## config.mk

```make
export PLATFORM = sky130hd
export DESIGN_NAME = dcp_mem_dump_flat
export DESIGN_NICKNAME = d
export VERILOG_FILES = /design/src/rtl/dcp_mem_dump_if.sv /design/src/rtl/dcp_mem_dump.sv /design/src/flat_wrapper.sv
export SDC_FILE = /design/constraint.sdc
export NUM_CORES = 1
export LEC_CHECK = 0
export CAP_MARGIN = 20
export CORE_ASPECT_RATIO = 0.9
export CORE_MARGIN = 4
export CORE_UTILIZATION = 45
export CTS_CLUSTER_DIAMETER = 100
export DETAILED_ROUTE_END_ITERATION = 10
export PLACE_DENSITY = 0.7
export SYNTH_ARGS = -nofsm -noshare
export SYNTH_HDL_FRONTEND = slang
export SYNTH_SLANG_ARGS = --single-unit
```

## constraint.sdc

```tcl
create_clock -name clk -period 3.7 [get_ports clk]
set_input_delay 0.74 -clock clk [delete_from_list [all_inputs] [get_ports clk]]
set_output_delay 0.74 -clock clk [all_outputs]
set_load 0.05 [all_outputs]
```

## src/rtl/dcp_mem_dump_if.sv

```systemverilog
// SCAN / PRINT handshakes and memory read port between a DCP dump command and the panel.
// master is the dump command side; slave is the DCP/host side.
interface dcp_mem_dump_if #(
  parameter int ADDR_W = 32,
  parameter int DATA_W = 32
);
  logic [ADDR_W-1:0] addr;
  logic [DATA_W-1:0] dout_mem;

  logic              req_rx;
  logic              type_rx;
  logic              ack_rx;
  logic              flag_rx;
  logic [31:0]       din_rx;

  logic              req_tx;
  logic              type_tx;
  logic              ack_tx;
  logic [31:0]       dout_tx;

  modport master (
    output addr, req_rx, type_rx, req_tx, type_tx, dout_tx,
    input  dout_mem, ack_rx, flag_rx, din_rx, ack_tx
  );

  modport slave (
    input  addr, req_rx, type_rx, req_tx, type_tx, dout_tx,
    output dout_mem, ack_rx, flag_rx, din_rx, ack_tx
  );
endinterface

```

## src/rtl/dcp_mem_dump.sv

```systemverilog
// Memory-dump command for the debug control panel: reads an optional start address,
// then prints NUM_WORDS "AAAAAAAA:DDDDDDDD\n" lines, resuming where the last dump stopped.
//
// state    | meaning
// ---------+---------------------------------------------------------------
// IDLE     | not selected; addr holds its last value
// REQ_ARG  | SCAN request for the optional hex start address
// WAIT_MEM | memory read latency down-count, then capture the word
// PR_ADDR  | PRINT the address as an 8-digit hex word
// PR_COLON | PRINT ':'
// PR_DATA  | PRINT the captured data word
// PR_NL    | PRINT newline
// NEXT     | advance address, count the line, loop or finish
// DONE     | finish high until the command is deselected
module dcp_mem_dump #(
  parameter logic [7:0]        CMD_CODE     = 8'h44,
  parameter int                NUM_WORDS    = 8,
  parameter int                ADDR_W       = 32,
  parameter int                DATA_W       = 32,
  parameter int                ADDR_STEP    = 1,
  parameter logic [ADDR_W-1:0] DEFAULT_ADDR = '0,
  parameter int                MEM_LAT      = 0
) (
  input  logic           clk,
  input  logic           rst,
  input  logic [7:0]     sel_mode,
  output logic           finish,
  dcp_mem_dump_if.master bus
);

  typedef enum logic [3:0] {
    IDLE,
    REQ_ARG,
    WAIT_MEM,
    PR_ADDR,
    PR_COLON,
    PR_DATA,
    PR_NL,
    NEXT,
    DONE
  } state_t;

  localparam logic [ADDR_W-1:0] STEP_V    = ADDR_W'(ADDR_STEP);
  localparam logic [7:0]        LINES_INI = 8'(NUM_WORDS - 1);
  localparam logic [1:0]        LAT_INI   = 2'(MEM_LAT);

  state_t            state_q, state_nxt;
  logic [ADDR_W-1:0] addr_q, addr_nxt;
  logic [ADDR_W-1:0] last_addr_q, last_addr_nxt;
  logic [ADDR_W-1:0] addr_inc;
  logic [DATA_W-1:0] data_q, data_nxt;
  logic [7:0]        lines_q, lines_nxt;
  logic [1:0]        lat_q, lat_nxt;
  logic              req_rx_q, req_rx_nxt;
  logic              req_tx_q, req_tx_nxt;
  logic              type_tx_q, type_tx_nxt;
  logic [31:0]       dout_tx_q, dout_tx_nxt;
  logic              finish_q, finish_nxt;
  logic              abort;
  logic              rx_done;
  logic              tx_done;
  logic              unused_din;

  function automatic logic is_print(input state_t s);
    return s inside {PR_ADDR, PR_COLON, PR_DATA, PR_NL};
  endfunction

  assign abort    = (state_q != IDLE) && (sel_mode != CMD_CODE);
  assign rx_done  = req_rx_q && bus.ack_rx;
  assign tx_done  = req_tx_q && bus.ack_tx;
  assign addr_inc = addr_q + STEP_V;

  // upper SCAN bits are dropped when the address register is narrower than 32 bits
  assign unused_din = ^bus.din_rx;

  always_ff @(posedge clk or negedge rst) begin
    if (!rst) begin
      state_q     <= IDLE;
      addr_q      <= DEFAULT_ADDR;
      last_addr_q <= DEFAULT_ADDR;
      data_q      <= '0;
      lines_q     <= '0;
      lat_q       <= '0;
      req_rx_q    <= 1'b0;
      req_tx_q    <= 1'b0;
      type_tx_q   <= 1'b0;
      dout_tx_q   <= '0;
      finish_q    <= 1'b0;
    end else begin
      state_q     <= state_nxt;
      addr_q      <= addr_nxt;
      last_addr_q <= last_addr_nxt;
      data_q      <= data_nxt;
      lines_q     <= lines_nxt;
      lat_q       <= lat_nxt;
      req_rx_q    <= req_rx_nxt;
      req_tx_q    <= req_tx_nxt;
      type_tx_q   <= type_tx_nxt;
      dout_tx_q   <= dout_tx_nxt;
      finish_q    <= finish_nxt;
    end
  end

  always_comb begin
    state_nxt     = state_q;
    addr_nxt      = addr_q;
    last_addr_nxt = last_addr_q;
    data_nxt      = data_q;
    lines_nxt     = lines_q;
    lat_nxt       = lat_q;
    type_tx_nxt   = type_tx_q;
    dout_tx_nxt   = dout_tx_q;

    if (abort) begin
      // an ack coinciding with deselect is dropped; remember the first unprinted address
      state_nxt = IDLE;
      if (state_q == NEXT) begin
        addr_nxt      = addr_inc;
        last_addr_nxt = addr_inc;
      end else if (state_q != DONE) begin
        last_addr_nxt = addr_q;
      end
    end else begin
      unique case (state_q)
        IDLE: begin
          if (sel_mode == CMD_CODE) state_nxt = REQ_ARG;
        end
        REQ_ARG: begin
          if (rx_done) begin
            addr_nxt  = bus.flag_rx ? bus.din_rx[ADDR_W-1:0] : last_addr_q;
            lines_nxt = LINES_INI;
            lat_nxt   = LAT_INI;
            state_nxt = WAIT_MEM;
          end
        end
        WAIT_MEM: begin
          if (lat_q == 2'd0) begin
            data_nxt  = bus.dout_mem;
            state_nxt = PR_ADDR;
          end else begin
            lat_nxt = lat_q - 2'd1;
          end
        end
        PR_ADDR:  if (tx_done) state_nxt = PR_COLON;
        PR_COLON: if (tx_done) state_nxt = PR_DATA;
        PR_DATA:  if (tx_done) state_nxt = PR_NL;
        PR_NL:    if (tx_done) state_nxt = NEXT;
        NEXT: begin
          addr_nxt = addr_inc;
          lat_nxt  = LAT_INI;
          if (lines_q == 8'd0) begin
            last_addr_nxt = addr_inc;
            state_nxt     = DONE;
          end else begin
            lines_nxt = lines_q - 8'd1;
            state_nxt = WAIT_MEM;
          end
        end
        DONE: state_nxt = DONE;
        default: state_nxt = IDLE;
      endcase
    end

    case (state_nxt)
      PR_ADDR: begin
        type_tx_nxt = 1'b1;
        dout_tx_nxt = 32'(addr_q);
      end
      PR_COLON: begin
        type_tx_nxt = 1'b0;
        dout_tx_nxt = 32'h0000_003A;
      end
      PR_DATA: begin
        type_tx_nxt = 1'b1;
        dout_tx_nxt = 32'(data_q);
      end
      PR_NL: begin
        type_tx_nxt = 1'b0;
        dout_tx_nxt = 32'h0000_000A;
      end
      default: ;
    endcase
  end

  // a fresh print request rises one cycle after entering its state, giving the
  // mandatory low cycle after each ack; type/data are already stable by then
  assign req_rx_nxt = (state_nxt == REQ_ARG);
  assign req_tx_nxt = is_print(state_nxt) && (state_nxt == state_q);
  assign finish_nxt = (state_nxt == DONE);

  assign bus.addr    = addr_q;
  assign bus.req_rx  = req_rx_q;
  assign bus.type_rx = 1'b1;
  assign bus.req_tx  = req_tx_q;
  assign bus.type_tx = type_tx_q;
  assign bus.dout_tx = dout_tx_q;
  assign finish      = finish_q;

endmodule

```

## src/flat_wrapper.sv

```systemverilog
// flat-port wrapper written by rule: the top's interface ports become plain ports
module dcp_mem_dump_flat 
#(
  parameter logic [7:0]        CMD_CODE     = 8'h44,
  parameter int                NUM_WORDS    = 8,
  parameter int                ADDR_W       = 32,
  parameter int                DATA_W       = 32,
  parameter int                ADDR_STEP    = 1,
  parameter logic [ADDR_W-1:0] DEFAULT_ADDR = '0,
  parameter int                MEM_LAT      = 0
)
  (clk, rst, sel_mode, finish, bus_addr, bus_req_rx, bus_type_rx, bus_req_tx, bus_type_tx, bus_dout_tx, bus_dout_mem, bus_ack_rx, bus_flag_rx, bus_din_rx, bus_ack_tx);
  dcp_mem_dump_if #(.ADDR_W(ADDR_W), .DATA_W(DATA_W)) bus_i ();
  input  logic clk;
  input  logic rst;
  input  logic [7:0] sel_mode;
  output logic finish;
  output wire logic [$bits(bus_i.addr)-1:0] bus_addr;
  output wire logic [$bits(bus_i.req_rx)-1:0] bus_req_rx;
  output wire logic [$bits(bus_i.type_rx)-1:0] bus_type_rx;
  output wire logic [$bits(bus_i.req_tx)-1:0] bus_req_tx;
  output wire logic [$bits(bus_i.type_tx)-1:0] bus_type_tx;
  output wire logic [$bits(bus_i.dout_tx)-1:0] bus_dout_tx;
  input wire logic [$bits(bus_i.dout_mem)-1:0] bus_dout_mem;
  input wire logic [$bits(bus_i.ack_rx)-1:0] bus_ack_rx;
  input wire logic [$bits(bus_i.flag_rx)-1:0] bus_flag_rx;
  input wire logic [$bits(bus_i.din_rx)-1:0] bus_din_rx;
  input wire logic [$bits(bus_i.ack_tx)-1:0] bus_ack_tx;
  assign bus_addr = bus_i.addr;
  assign bus_req_rx = bus_i.req_rx;
  assign bus_type_rx = bus_i.type_rx;
  assign bus_req_tx = bus_i.req_tx;
  assign bus_type_tx = bus_i.type_tx;
  assign bus_dout_tx = bus_i.dout_tx;
  assign bus_i.dout_mem = bus_dout_mem;
  assign bus_i.ack_rx = bus_ack_rx;
  assign bus_i.flag_rx = bus_flag_rx;
  assign bus_i.din_rx = bus_din_rx;
  assign bus_i.ack_tx = bus_ack_tx;
  dcp_mem_dump #(.CMD_CODE(CMD_CODE), .NUM_WORDS(NUM_WORDS), .ADDR_W(ADDR_W), .DATA_W(DATA_W), .ADDR_STEP(ADDR_STEP), .DEFAULT_ADDR(DEFAULT_ADDR), .MEM_LAT(MEM_LAT)) u_core (.clk(clk), .rst(rst), .sel_mode(sel_mode), .finish(finish), .bus(bus_i));
endmodule
```

Word level (Yosys, flattened, before mapping)
Cells that the tools add are included.
Operators by class
  multiplexer cells: 28
  add/sub/neg operators: 3
  reduce and logical (&&, ||, !) cells: 22
  bitwise gates (word level): 1
  eq/ne operators: 23
Operator list (count)
  $mux W32: 9
  $pmux W32 S4: 1
  $pmux W32 S2: 1
  $mux W4: 9
  $pmux W4 S9: 1
  $add A32 B1 Y32 const B: 1
  $eq A4 B3 Y1 const B: 7
  $mux W8: 2
  $pmux W8 S2: 1
  $eq A4 B2 Y1 const B: 3
  $reduce_bool A2 Y1: 5
  $reduce_and A3 Y1: 3
  $eq A4 B1 Y1 const B: 2
  $eq A4 B4 Y1 const B: 2
  $eq A8 B7 Y1 const B: 1
  $logic_not A8 Y1: 1
  $ne A8 B7 Y1 const B: 1
  $reduce_and A4 Y1: 2
  $reduce_bool A4 Y1: 2
  $sub A8 B1 Y8 const B: 1
  $ne A2 B2 Y1 const B: 3
  $pmux W2 S3: 1
  $eq A4 B4 Y1: 1
  $logic_and A1 B1 Y1: 4
  11 further kinds: 13
Word-level totals
  input bits: 77
  register bits: 146
  output and inout port bits: 69

Depth between registers and ports, before layout
  word-level depth: 7
  depth in mapped cells: 10
  depth with buffers taken out: 8

Worst setup path after synthesis
Ideal clock, no wire load.
  path kind: input-to-reg
  start point: input sel_mode[7]
  end point: register u_core.dout_tx_q[0], in the netlist u_core.bus.dout_tx[0]
  required time: 3575 ps
  stages on the path: 8
  path buffers: 2
  arrival time: 2890 ps
  path slack: 685 ps
  path through: nor4b_1 -> nand2_1 -> o221a_2 -> buf_4 -> or4_4 -> a21oi_4 -> buf_6 -> mux2_2
On the way
  word-level cells in the longest chain between the ends: 6
  elaborated cells on any way between the ends: 12
  those cells by class: eq/ne: 6; mux: 4; reduce/logical: 2
Ends and longest elaborated chain
  start: declaration: RTL line flat_wrapper.sv:16  | input logic [7:0] sel_mode;
  $eq A8 B7 Y1: RTL line dcp_mem_dump.sv:126  | if (sel_mode == CMD_CODE) state_nxt = REQ_ARG;
  $mux W4: RTL line dcp_mem_dump.sv:126
  $pmux W4 S9: RTL line dcp_mem_dump.sv:124  | unique case (state_q)
  $mux W4 (*): RTL line dcp_mem_dump.sv:114  | if (abort) begin
  $eq A4 B3 Y1 / $eq A4 B2 Y1 (equally long branches): RTL line dcp_mem_dump.sv:164  | case (state_nxt)
  $pmux W32 S4 / $reduce_bool A4 Y1 (equally long branches)
  end signal: assignment: RTL line dcp_mem_dump.sv:99  | dout_tx_q <= dout_tx_nxt;
  end: declaration: RTL line dcp_mem_dump.sv:57  | logic [31:0] dout_tx_q, dout_tx_nxt;
Every way passes the cells marked *; elsewhere a longest branch is shown, timed or not.
A chain may end at the register's enable or synchronous reset.

Worst setup path after layout
  start point: input sel_mode[7]
  end point: register u_core.dout_tx_q[21], in the netlist u_core.bus.dout_tx[21]
Same word-level chain as after synthesis.

==> results by group <==
Status
  – Outcome: completed

Clock network
  – H-tree depth reported by CTS: 4
  – Longest Clk Path Bufs: 2
  – CTS Hold Buffers Added: 0
  – Post-CTS Setup Bufs: 0
  – Clk pin slew, worst setup/hold paths: ~60 ps
  – Clock tree sinks: roughly 150
  – CTS tree: yes
  – Clock Latency Late Sink: about 430 ps
  – Clock tree root buffer cell: clkbuf_16
  – # resized after CTS: 0
  – CTS Buf Count: 17

Power
  – Peak VDD IR: slightly below 0.5 mV
  – Total power: between 7 and 8 mW
  – Pwr dens: between 600 and 700 nW/um2
  – Leakage power total: about 4.5 nW

Final layout
  – Layout cells sized above 1: roughly 16%
  – Commonest non-fill, non-tap cell in the layout: dfrtp_1
  – Finished Core Util: 60.6%
  – Area grow syn2layout: 31.1%
  – Most frequent cells in the layout: 146 x dfrtp_1, 142 x clkdlybuf4s50_1, 91 x nor2_1, 66 x mux2_2, 66 x a21oi_1
  – Antenna cells: 0
  – Final nets: slightly above 1000

Critical path
  – Worst R2R End: u_core.bus.dout_tx[21]
  – Critical-path top delay cell: or4_4
  – Bufs and invs on worst path: 3
  – CP max stage delay: a little under 500 ps
  – Critical path endpoint category: flop
  – Critical path class: in2reg
  – Delay-heaviest family, CP: simple AND/OR/NAND/NOR gates
  – Worst path required time: 4000 ps
  – FF-to-FF path depth: 10
  – Critical path peak fanout: 24
  – Startpoint type of the worst setup path: primary input
  – Number of cells on the critical path: 9
  – CP cell instances: clkdlybuf4s50_1 > nor4b_1 > buf_4 > nand2_1 > o221a_2 > or4_4 > a21oi_4 > buf_12 > mux2_2
  – Critical path arrival: ~3200 ps
  – R2r setup slk: between 900 and 1000 ps
  – Reg2reg start: u_core.lines_q[0]

Global route
  – Vias in the first global route: approximately 6500
  – Gr ovfl total: 0
  – First-pass GRT wire length: 35700 um
  – Initial antenna violation count: 0
  – Largest net degree at the start of global routing: 65
  – Gr usage total: between 20% and 30%

Timing
  – Final setup viols: 0
  – Slew @ Worst Pin: about 1000 ps
  – Slew HR: 30.6%
  – Setup TNS: 0 ps
  – Worst Skew: between 15 and 20 ps
  – Final Max Slew Viols: 0
  – Final period utilization: between 70% and 80%
  – Tmin final: 2920 ps
  – Unrepaired setup endpoints after global routing: no
  – Hold Slack: roughly 300 ps
  – Fmax: approximately 0.34 GHz
  – Hold Violations, Final: 0

Synthesis
  – Yosys cell types: 64
  – Asr flop ratio synth: 100%
  – Cells after Synth: 792
  – Yosys warns: 0
  – Syn nets: 872
  – Syn Area/Cell: 9.92 um2
  – Register bit total from synthesis: approximately 150
  – Number of flops mapped to enable cells by yosys: 0
  – Register area share after synthesis: a little under half
  – Mapped cell area: between 7000 and 8000 um2
  – Synth Flop Type: dfrtp_1

Route
  – DR DRC count: 0
  – Routed Antenna Nets: 0
  – Metal2 WL: between 9000 and 10000 um
  – Pre-antenna DRT Iters: 6
  – Via Count: around 6700
  – Highest metal used: met4
  – Routed len/inst: ~19 um
  – Met3 routed WL: about 1500 um
  – Wl on met1: roughly 11000 um
  – Post-Route WL: between 20000 and 25000 um
  – DRT iter0 DRCs: 464
  – Vias per cell: 5.71

Die
  – Die Ht: 133 um
  – Die area: approximately 20000 um2
  – Initial Utilization: 46.2%
  – Die width: ~150 um
  – # IOs: approximately 150
  – Number of cell rows: 45
  – Core Region: between 15000 and 20000 um2

Flow run
  – MaxCap Viol Count: 0

Placement
  – Final GP Congestion: 0.859
  – Port Buf Inserts: about 140
  – DPL Wire Length: about 15000 um

Min path
  – Hold Crit Class: in2async
-- where the power goes --
group | internal, mW | switching, mW
clock network | 1.23 | 0.709
logic | 1.11 | 1.54
registers | 2.03 | 0.562
-- flip-flops by register name, summed over array words and instances, names as in the netlist --
name	cells
u_core.bus.addr	32
u_core.state_q	4
u_core.bus.req_rx	1
u_core.lat_q	2
u_core.finish	1
u_core.last_addr_q	32
u_core.bus.req_tx	1
u_core.bus.dout_tx	32
u_core.bus.type_tx	1
u_core.lines_q	8
u_core.data_q	32
-- worst reg2reg max path, delay by kind of cell, from the launching register on --
family	cells	cell delay, ps
adders and majority gates	1	210
and+or+nand+nor	3	800
AOI/OAI and AO/OA	2	470
muxes	1	380
buffers and inverters	3	410
DFF	1	380
-- through the flow --
step                      instances  setup WS (ps)  cell area (um2)
final                          1177            778            10300
after global routing           1177            654            10300
after CTS                      1177            785            10300
after detailed placement       1145            340             9640
after global placement         1145            415             9640
after floorplan                 792            685             7860
-- logic make-up (layout without fill, tap and decap cells) --
logic type      after synthesis  after routing  synth area share, %
mux                          93             93                 13.0
flops                       146            146                 46.5
fa+ha+maj                     3              3                0.478
simple gates                234            234                 14.8
other cells                   1              1               0.0477
buf+inv                      71            221                 3.93
xor+xnor                     33             33                 3.68
compound gates              211            211                 17.5
-- synthesized netlist by cell type (all sizes together) (3+ instances only) --
cell | instances | share of area, %
nor4b | 3 | 0.41
and3 | 10 | 0.80
o22a | 9 | 1.0
or4 | 4 | 0.48
dfrtp | 146 | 46
o211ai | 3 | 0.29
o21ai | 41 | 2.6
a211oi | 7 | 0.67
nand3 | 21 | 1.3
a22oi | 3 | 0.29
o22ai | 8 | 0.64
mux2i | 18 | 2.3
ha | 3 | 0.48
nand4 | 13 | 1.0
xnor2 | 16 | 1.8
buf | 12 | 1.1
nor2 | 91 | 4.3
nor4 | 9 | 0.72
nor3 | 10 | 0.84
nand2 | 43 | 2.1
xor2 | 17 | 1.9
a2bb2oi | 3 | 0.33
a21oi | 67 | 4.4
a31oi | 16 | 1.3
a22o | 33 | 3.7
inv | 11 | 0.53
and2 | 3 | 0.24
nor2b | 9 | 0.72
clkbuf | 48 | 2.3
o2bb2ai | 3 | 0.33
mux2 | 75 | 11
o32a | 3 | 0.38
nor3b | 4 | 0.38
-- metal layers --
layer | track usage (%) | up-vias
li1 | - | 3175
met2 | 34.2 | 241
met1 | 34.0 | 3291
met4 | 4.92 | 0
met3 | 5.34 | 13
met5 | 0 | -
-- cell type report --
class | instances | area, um2
clock buffers | 18 | 439
clock inverters | 14 | 224
fillers | 1441 | 6700
inverters | 11 | 41.3
multi-input cells | 575 | 3910
flip-flops and latches | 146 | 3650
well taps | 235 | 294
repair buffers | 178 | 1740
-- how the worst max path moves through the flow --
stage / start / to
after floorplan: sel_mode[7] / u_core.bus.dout_tx[0]
after global placement: sel_mode[3] / u_core.bus.dout_tx[9]
after detailed placement: sel_mode[7] / u_core.bus.dout_tx[12]
after CTS: sel_mode[7] / u_core.bus.dout_tx[21]
after global routing: sel_mode[7] / u_core.bus.dout_tx[11]
final: sel_mode[7] / u_core.bus.dout_tx[21]
(Power assumes the default switching activity.)
